`src/rtl/radix_4_divider_using_controller.sv`:
```
// radix_4_divider_using_controller: start/done sequenced radix-4 restoring divider, 2 quotient bits per cycle.
// Define RADIX4_DIV_SIGNED_EN for two's-complement operands (truncation toward zero).
module radix_4_divider_using_controller #(
  parameter int N = 8
) (
  input  logic         clk,
  input  logic         rst,
  input  logic         start,
  input  logic [N-1:0] a_in,
  input  logic [N-1:0] b_in,
  output logic [N-1:0] quotient,
  output logic [N-1:0] remainder,
  output logic         done,
  output logic         busy,
  output logic         div_by_zero
);
  localparam int CW = $clog2(N/2);
  typedef enum logic [1:0] {IDLE, LOAD, ITER, RESULT} state_t;
  state_t state_q;
  logic [N-1:0] dvd_q, d_q, r_q, q_q, r_d, q_d, a_mag, b_mag, res_q, res_r;
  logic [N+1:0] d3_q, r_sh, sub;
  logic [CW-1:0] cnt_q;
  logic [1:0] qd;
`ifdef RADIX4_DIV_SIGNED_EN
  logic sq_q, sr_q;
  assign a_mag = a_in[N-1] ? ~a_in + 1'b1 : a_in;
  assign b_mag = b_in[N-1] ? ~b_in + 1'b1 : b_in;
  assign res_q = sq_q ? ~q_d + 1'b1 : q_d;
  assign res_r = sr_q ? ~r_d + 1'b1 : r_d;
`else
  assign a_mag = a_in;
  assign b_mag = b_in;
  assign res_q = q_d;
  assign res_r = r_d;
`endif
  assign busy = state_q != IDLE;
  // Partial remainder stays below d, so only N bits are stored; compares use N+2.
  always_comb begin
    r_sh = {r_q, dvd_q[N-1:N-2]};
    qd = r_sh >= d3_q ? 2'd3 : r_sh >= {1'b0, d_q, 1'b0} ? 2'd2 : r_sh >= {2'b0, d_q} ? 2'd1 : 2'd0;
    sub = qd == 2'd3 ? d3_q : qd == 2'd2 ? {1'b0, d_q, 1'b0} : qd == 2'd1 ? {2'b0, d_q} : '0;
    r_d = N'(r_sh - sub);
    q_d = {q_q[N-3:0], qd};
  end
  always_ff @(posedge clk) begin
    if (rst) begin
      state_q <= IDLE;
      dvd_q <= '0;
      d_q <= '0;
      d3_q <= '0;
      r_q <= '0;
      q_q <= '0;
      cnt_q <= '0;
      quotient <= '0;
      remainder <= '0;
      done <= 1'b0;
      div_by_zero <= 1'b0;
`ifdef RADIX4_DIV_SIGNED_EN
      sq_q <= 1'b0;
      sr_q <= 1'b0;
`endif
    end else begin
      done <= 1'b0;
      case (state_q)
        IDLE: if (start) state_q <= LOAD;
        LOAD: begin
          dvd_q <= a_mag;
          d_q <= b_mag;
          d3_q <= {2'b0, b_mag} + {1'b0, b_mag, 1'b0};
          r_q <= '0;
          q_q <= '0;
          cnt_q <= '0;
`ifdef RADIX4_DIV_SIGNED_EN
          sq_q <= a_in[N-1] ^ b_in[N-1];
          sr_q <= a_in[N-1];
`endif
          if (b_in == '0) begin
            state_q <= RESULT;
            quotient <= '1;
            remainder <= a_in;
            div_by_zero <= 1'b1;
            done <= 1'b1;
          end else state_q <= ITER;
        end
        ITER: begin
          r_q <= r_d;
          q_q <= q_d;
          dvd_q <= dvd_q << 2;
          cnt_q <= cnt_q + 1'b1;
          // Results are registered on the last iteration edge so done lands in RESULT.
          if (cnt_q == CW'(N/2-1)) begin
            state_q <= RESULT;
            quotient <= res_q;
            remainder <= res_r;
            div_by_zero <= 1'b0;
            done <= 1'b1;
          end
        end
        default: state_q <= IDLE;
      endcase
    end
  end
endmodule
```
`config.mk`:
```
export PLATFORM = sky130hd
export DESIGN_NAME = radix_4_divider_using_controller
export DESIGN_NICKNAME = d
export VERILOG_FILES = /design/src/rtl/radix_4_divider_using_controller.sv
export SDC_FILE = /design/constraint.sdc
export NUM_CORES = 1
export LEC_CHECK = 0
export ABC_AREA = 1
export BUFFER_PORTS_ARGS = -buffer_cell sky130_fd_sc_hd__buf_2
export CORE_MARGIN = 1
export CORE_UTILIZATION = 45
export CTS_CLUSTER_SIZE = 24
export DETAILED_ROUTE_END_ITERATION = 8
export PLACE_DENSITY = 0.68
export SYNTH_ARGS = -nofsm -noshare
export SYNTH_HDL_FRONTEND = slang
export SYNTH_SLANG_ARGS = --single-unit
export TNS_END_PERCENT = 10
```
`constraint.sdc`:
```
create_clock -name clk -period 3.47 [get_ports clk]
set_input_delay 0.1735 -clock clk [delete_from_list [all_inputs] [get_ports clk]]
set_output_delay 0.1735 -clock clk [all_outputs]
set_load 0.005 [all_outputs]
```
==> results.py, run 1 <==
metrics = {
    "clock_tree": {
        "cts_max_level": 3,
        "cts_sinks": 61,
        "cts_buffers": 9,
        "cts-root-buf": "clkbuf_8",
        "tritoncts": "yes",
        "cts-hold-fix-buffers": 0,
        "path_clk_slew_ns": 0.08,
        "cts_max_path_buffers": 2,
        "worstSkewPairLatency_ns": 0.34,
    },
    "synthesis": {
        "synth-main-ff-cell": "dfxtp_1",
        "netlist_instances": 496,
        "syn_avg_cell_area_sq_um": 7.56,
        "synthArstFlopShare": 0,
        "yosysMostFrequentCell": "nand2_1",
        "yosys-top-cells-area": "dfxtp_1 33%, ha_1 17%, nand2_1 9.2%, inv_1 8.1%, a21oi_1 6.7%",
        "synth_top_area_cell": "dfxtp_1",
        "ys_seq_area_frac": 0.326,
        "synth_edf_count": 0,
        "synth_cell_types": 38,
        "syn_nets": 567,
        "synthTopCellsByCount": "92 x nand2_1, 81 x inv_1, 61 x dfxtp_1",
        "synth_top_area_share": 0.326,
        "yosys_warnings": 0,
        "ys_seq_elements": 61,
        "synth_area_sq_um": 3750,
    },
    "worst_setup_path": {
        "crit_required_ns": 3.74,
        "crit_fanout": 8,
        "path_buf_inv": 5,
        "startpoint": "d_q[6]",
        "critPathMaxStageDelay_ns": 0.42,
        "worstSetupStartpointType": "flip-flop",
        "crit_type": "reg -> reg",
        "crit_family": "adder cells",
        "crit_chain": "inv_1 -> ha_1 -> nand2_1 -> inv_1 -> a21oi_2 -> nand3_2 -> clkinv_4 -> nand2_4 -> nand2_1 -> inv_1 -> nor2_1 -> ha_1 -> inv_1 -> fa_1 -> a21oi_2 -> o21ai_1 -> nand2_1 -> nand2_1 -> a21oi_2 -> xnor2_1 -> nand2_1 -> o21ai_1",
        "critPathCaptureType": "flip-flop",
        "critPathMostFrequentCell": "nand2_1",
        "reg2reg_slack_ns": 0.24,
        "timing.rr.start": "d_q[6]",
        "critPathArrivalTime_ns": 3.50,
        "cp_slowest_cell": "fa_1",
    },
    "routing": {
        "drt_iter0_drc": 176,
        "routed_via_density": 5.22,
        "antenna_left": 0,
        "wl_per_cell_microns": 14.2,
        "routed-via-count": 3337,
        "drtPass1Iterations": 4,
        "drc_errors": 0,
        "wl_microns": 9050,
    },
    "min_path": {
        "hp-start": "a_in[7]",
        "worstHoldPathType": "in -> reg",
    },
    "floorplanning": {
        "rows": 32,
        "core_sq_um": 7890,
        "fp.dieW_microns": 93.3,
        "io_pins": 38,
        "die_area_sq_um": 8700,
        "initial_core_util": 0.475,
        "die_y_microns": 93.3,
    },
    "sta": {
        "finalSetupViolCount": 0,
        "clock.fmax_mhz": 309,
        "slew_viol_final": 0,
        "timing.final.crit_period_ns": 3.23,
        "worstMarginPinSlew_ns": 0.597,
        "fin_crit_sh": 0.932,
        "relSlewSlack": 0.601,
        "clock_skew_ns": 0.00784,
        "hold_viol": 0,
    },
    "outcome": {
        "outcome": "complete, no violations",
    },
    "global_route": {
        "grt_pass1_vias": 3168,
        "grt_busiest_layer": "met2",
        "antenna_found_initial": 0,
        "overflow": 0,
        "use_met3": 0.0390,
        "grt_usage": 0.222,
        "grt_pass1_wl_microns": 14900,
        "grtUsageMet1": 0.282,
        "met2_usage": 0.365,
        "grt_max_degree": 38,
    },
    "finish": {
        "fin_nets": 603,
        "syn2layout_area_growth_pct": 12.8,
        "design_area_sq_um": 4230,
        "drive_gt1_frac": 0.145,
        "fin_util": 0.536,
        "nFillCells": 770,
        "antennaDiodeCount": 0,
    },
    "placement": {
        "place_congestion": 0.872,
        "io_buffer_count": 37,
        "dpl.hpwl_microns": 6940,
        "placedInstanceArea_sq_um": 3990,
    },
    "run": {
        "maxCapViolations": 0,
    },
}
==> tightest hold or removal path: stages <==
cell and delay (ns):
buf_2 0.11, nand2_1 0.05, o21ai_0 0.06
==> stage by stage <==
step           setup slack (ns)  hold WS (ns)  TNS (ns)  cells
4_1_cts                   0.162        0.0881         0    638
2_1_floorplan             0.662         0.321         0    496
3_3_place_gp              0.322         0.445         0    622
6_report                  0.235        0.0907         0    639
5_1_grt                 -0.0306        0.0868   -0.0480    639
3_5_place_dp              0.188         0.450         0    622
==> kinds of logic after synthesis <==
| kind of cell | synth area share |
|---|---|
| adders and majority gates | 0.178 |
| buffers and inverters | 0.113 |
| AOI/OAI and AO/OA | 0.217 |
| xor gates and xnor gates | 0.0187 |
| DFF | 0.326 |
| and+or+nand+nor | 0.148 |
==> flip-flops by register name (all words and copies together), names as in the netlist <==
| register | flops |
|---|---|
| cnt_q | 2 |
| d3_q | 9 |
| d_q | 8 |
| div_by_zero | 1 |
| done | 1 |
| dvd_q | 8 |
| q_q | 6 |
| quotient | 8 |
| r_q | 8 |
| remainder | 8 |
| state_q | 2 |
==> layout make-up <==
type / instances / area (sq um) / share of cell area
well taps: 102 / 128 / 0.0302
multi-input cells: 333 / 2120 / 0.501
flip-flops and latches: 61 / 1220 / 0.290
clock inverters: 6 / 86.3 / 0.0204
clock buffers: 10 / 128 / 0.0302
inverters: 86 / 328 / 0.0776
repair buffers: 41 / 215 / 0.0509
==> layout by cell type (no fill, tap or decap), drive strengths merged, types with 6 or more instances in the layout <==
cell type	instances
dfxtp	61
o21ai	56
nor2	17
o22ai	12
buf	41
inv	84
a21oi	52
ha	50
clkbuf	10
a31oi	7
o221ai	6
nand2	93
nand3	14
==> timing repair <==
action	CTS	global route
endpoints found under the setup margin	0	4
resized for setup	0	7
setup buffers	0	1
==> metal layers <==
metal / part of all wire / routed length [microns]
met5: 0 / 0
met4: 0.027 / 242
met3: 0.044 / 401
met2: 0.46 / 4150
met1: 0.47 / 4250
==> worst paths after layout <==
path	to	cells after the start
max reg2reg	r_q[6]	22
max	r_q[6]	22
min	dvd_q[7]	3
min reg2reg	quotient[6]	2
Power of run 1 is left out: the tool's default activity adds up to more than one toggle a clock period on the data nets, which glitch-free logic cannot reach.
==> run 2: changes to the inputs <==
--- a/config.mk
+++ b/config.mk
@@ -12,6 +12,7 @@
 export CTS_CLUSTER_SIZE = 24
 export DETAILED_ROUTE_END_ITERATION = 8
 export PLACE_DENSITY = 0.68
+export RECOVER_POWER = 100
 export SYNTH_ARGS = -nofsm -noshare
 export SYNTH_HDL_FRONTEND = slang
 export SYNTH_SLANG_ARGS = --single-unit
==> constraint.sdc (replaced) <==
create_clock -name clk -period 3.25 [get_ports clk]
set_input_delay 0.1625 -clock clk [delete_from_list [all_inputs] [get_ports clk]]
set_output_delay 0.1625 -clock clk [all_outputs]
set_load 0.005 [all_outputs]
==> results.py, run 2 (same netlist as run 1, synthesis figures left out) <==
metrics = {
    "finish": {
        "nFillCells": 724,
        "layout_common_cells": "90 x nand2_1, 75 x inv_1, 51 x dfxtp_1",
        "fin_nets": 614,
        "finalNonFillerCells": 650,
        "antennaDiodeCount": 0,
        "fin_util": 0.564,
        "regMostFlops": "d3_q",
        "syn2layout_area_growth_pct": 18.7,
        "largest_register_ffs": 9,
        "final_common_cell": "nand2_1",
        "drive_gt1_frac": 0.197,
    },
    "worst_setup_path": {
        "critPathCaptureType": "flip-flop",
        "crit_fanout": 8,
        "worst_r2r_path_depth": 22,
        "crit_required_ns": 3.51,
        "worstSetupStartpointType": "flip-flop",
        "critPathArrivalTime_ns": 3.32,
        "crit_type": "reg -> reg",
    },
    "global_route": {
        "grt_pass1_vias": 3151,
        "antenna_found_initial": 0,
        "overflow": 0,
        "grt_pass1_wl_microns": 15300,
        "grt_usage": 0.226,
        "grt_max_degree": 38,
    },
    "placement": {
        "dpl.hpwl_microns": 6980,
        "dp_cells": 627,
        "io_buffer_count": 37,
        "place_congestion": 0.905,
        "pre_cts_slack_ns": 0.116,
    },
    "clock_tree": {
        "worstSkewPairLatency_ns": 0.34,
        "path_clk_slew_ns": 0.08,
        "cts-root-buf": "clkbuf_8",
        "tritoncts": "yes",
        "cts_max_path_buffers": 2,
        "cts_buffers": 9,
        "cts_sinks": 61,
        "cts_max_level": 3,
    },
    "sta": {
        "clock_skew_ns": 0.0134,
        "clock.fmax_mhz": 327,
        "finalSetupViolCount": 0,
        "slew_viol_final": 0,
        "worst_slack_ns": 0.190,
        "worstMarginPinSlew_ns": 0.767,
        "fin_crit_sh": 0.942,
        "timing.final.crit_period_ns": 3.06,
        "hold_viol": 0,
        "relSlewSlack": 0.486,
    },
    "outcome": {
        "outcome": "complete, no violations",
    },
    "floorplanning": {
        "fp.dieW_microns": 93.3,
        "initial_core_util": 0.475,
        "die_y_microns": 93.3,
        "io_pins": 38,
        "rows": 32,
        "die_area_sq_um": 8700,
        "core_sq_um": 7890,
    },
    "run": {
        "maxCapViolations": 0,
    },
    "min_path": {
        "whs_path_depth": 3,
        "worstHoldPathType": "in -> reg",
    },
    "routing": {
        "routed_via_density": 5.26,
        "wl_microns": 9230,
        "drtPass1Iterations": 4,
        "routed-via-count": 3420,
        "drc_errors": 0,
        "wl_per_cell_microns": 14.2,
        "antenna_left": 0,
        "drt_iter0_drc": 202,
    },
}
run 2: changes by cell type in the layout (fill, tap and decap cells not counted), moves of 5 or more:
cell,before,now
ha_1,50,44
buf_4,4,14
inv_1,80,75
buf_2,37,30
dfxtp_1,58,51
clkbuf_1,1,9
ha_4,0,5
run 2: path summary, 6_finish.rpt:
check	from	endpoint	slack, ns
max	d_q[7]	r_q[6]	0.19
min	a_in[7]	dvd_q[7]	0.08
max reg2reg	d_q[7]	r_q[6]	0.19
min reg2reg	q_q[4]	quotient[6]	0.46
run 2: layout make-up:
type / instances / area [sq um] / area share
Clock buffer: 10 / 128 / 0.0287
Tap cell: 102 / 128 / 0.0287
Timing Repair Buffer: 52 / 285 / 0.0641
Clock inverter: 6 / 111 / 0.0250
Sequential cell: 61 / 1240 / 0.279
Multi-Input combinational cell: 333 / 2230 / 0.500
Inverter: 86 / 330 / 0.0742
run 2: metal layers:
metal	vias up	share of wire	GRT usage	wire, microns
met2	80	0.47	0.370	4370
li1	1756	-	-	-
met1	1573	0.45	0.303	4150
met3	11	0.060	0.0325	550
met4	0	0.017	0.0769	160
met5	-	0	0	0
run 2: stage by stage:
| stage | area [sq um] | hold WS [ns] | TNS (ns) |
|---|---|---|---|
| 6_report | 4450 | 0.0795 | 0 |
| 4_1_cts | 4270 | 0.0857 | 0 |
| 3_3_place_gp | 4030 | 0.442 | 0 |
| 5_1_grt | 4450 | 0.106 | -0.100 |
| 3_5_place_dp | 4030 | 0.447 | 0 |
| 2_1_floorplan | 3750 | 0.310 | 0 |
run 2: what timing repair did:
action                     CTS  global route
hold endpoints to repair     0             0
hold buffers                 0             0
setup buffers                0             7
resized for setup            0            44
setup endpoints to repair    0             8
run 2: critical path, stage by stage, from the launching register on:
cell	delay, ns
dfxtp_2	0.32
inv_1	0.05
ha_1	0.32
nand2_1	0.09
nand2_1	0.06
a21oi_2	0.13
nand3_2	0.14
clkinv_4	0.12
nand2_8	0.07
nand2_2	0.06
inv_2	0.05
nor2_2	0.10
ha_2	0.17
inv_2	0.05
fa_2	0.40
a21oi_2	0.16
o21ai_2	0.08
nand2_1	0.06
nand2_1	0.06
a21oi_2	0.14
xnor2_1	0.13
nand2_1	0.10
o21ai_1	0.13
Power of run 2 is left out for the same reason.
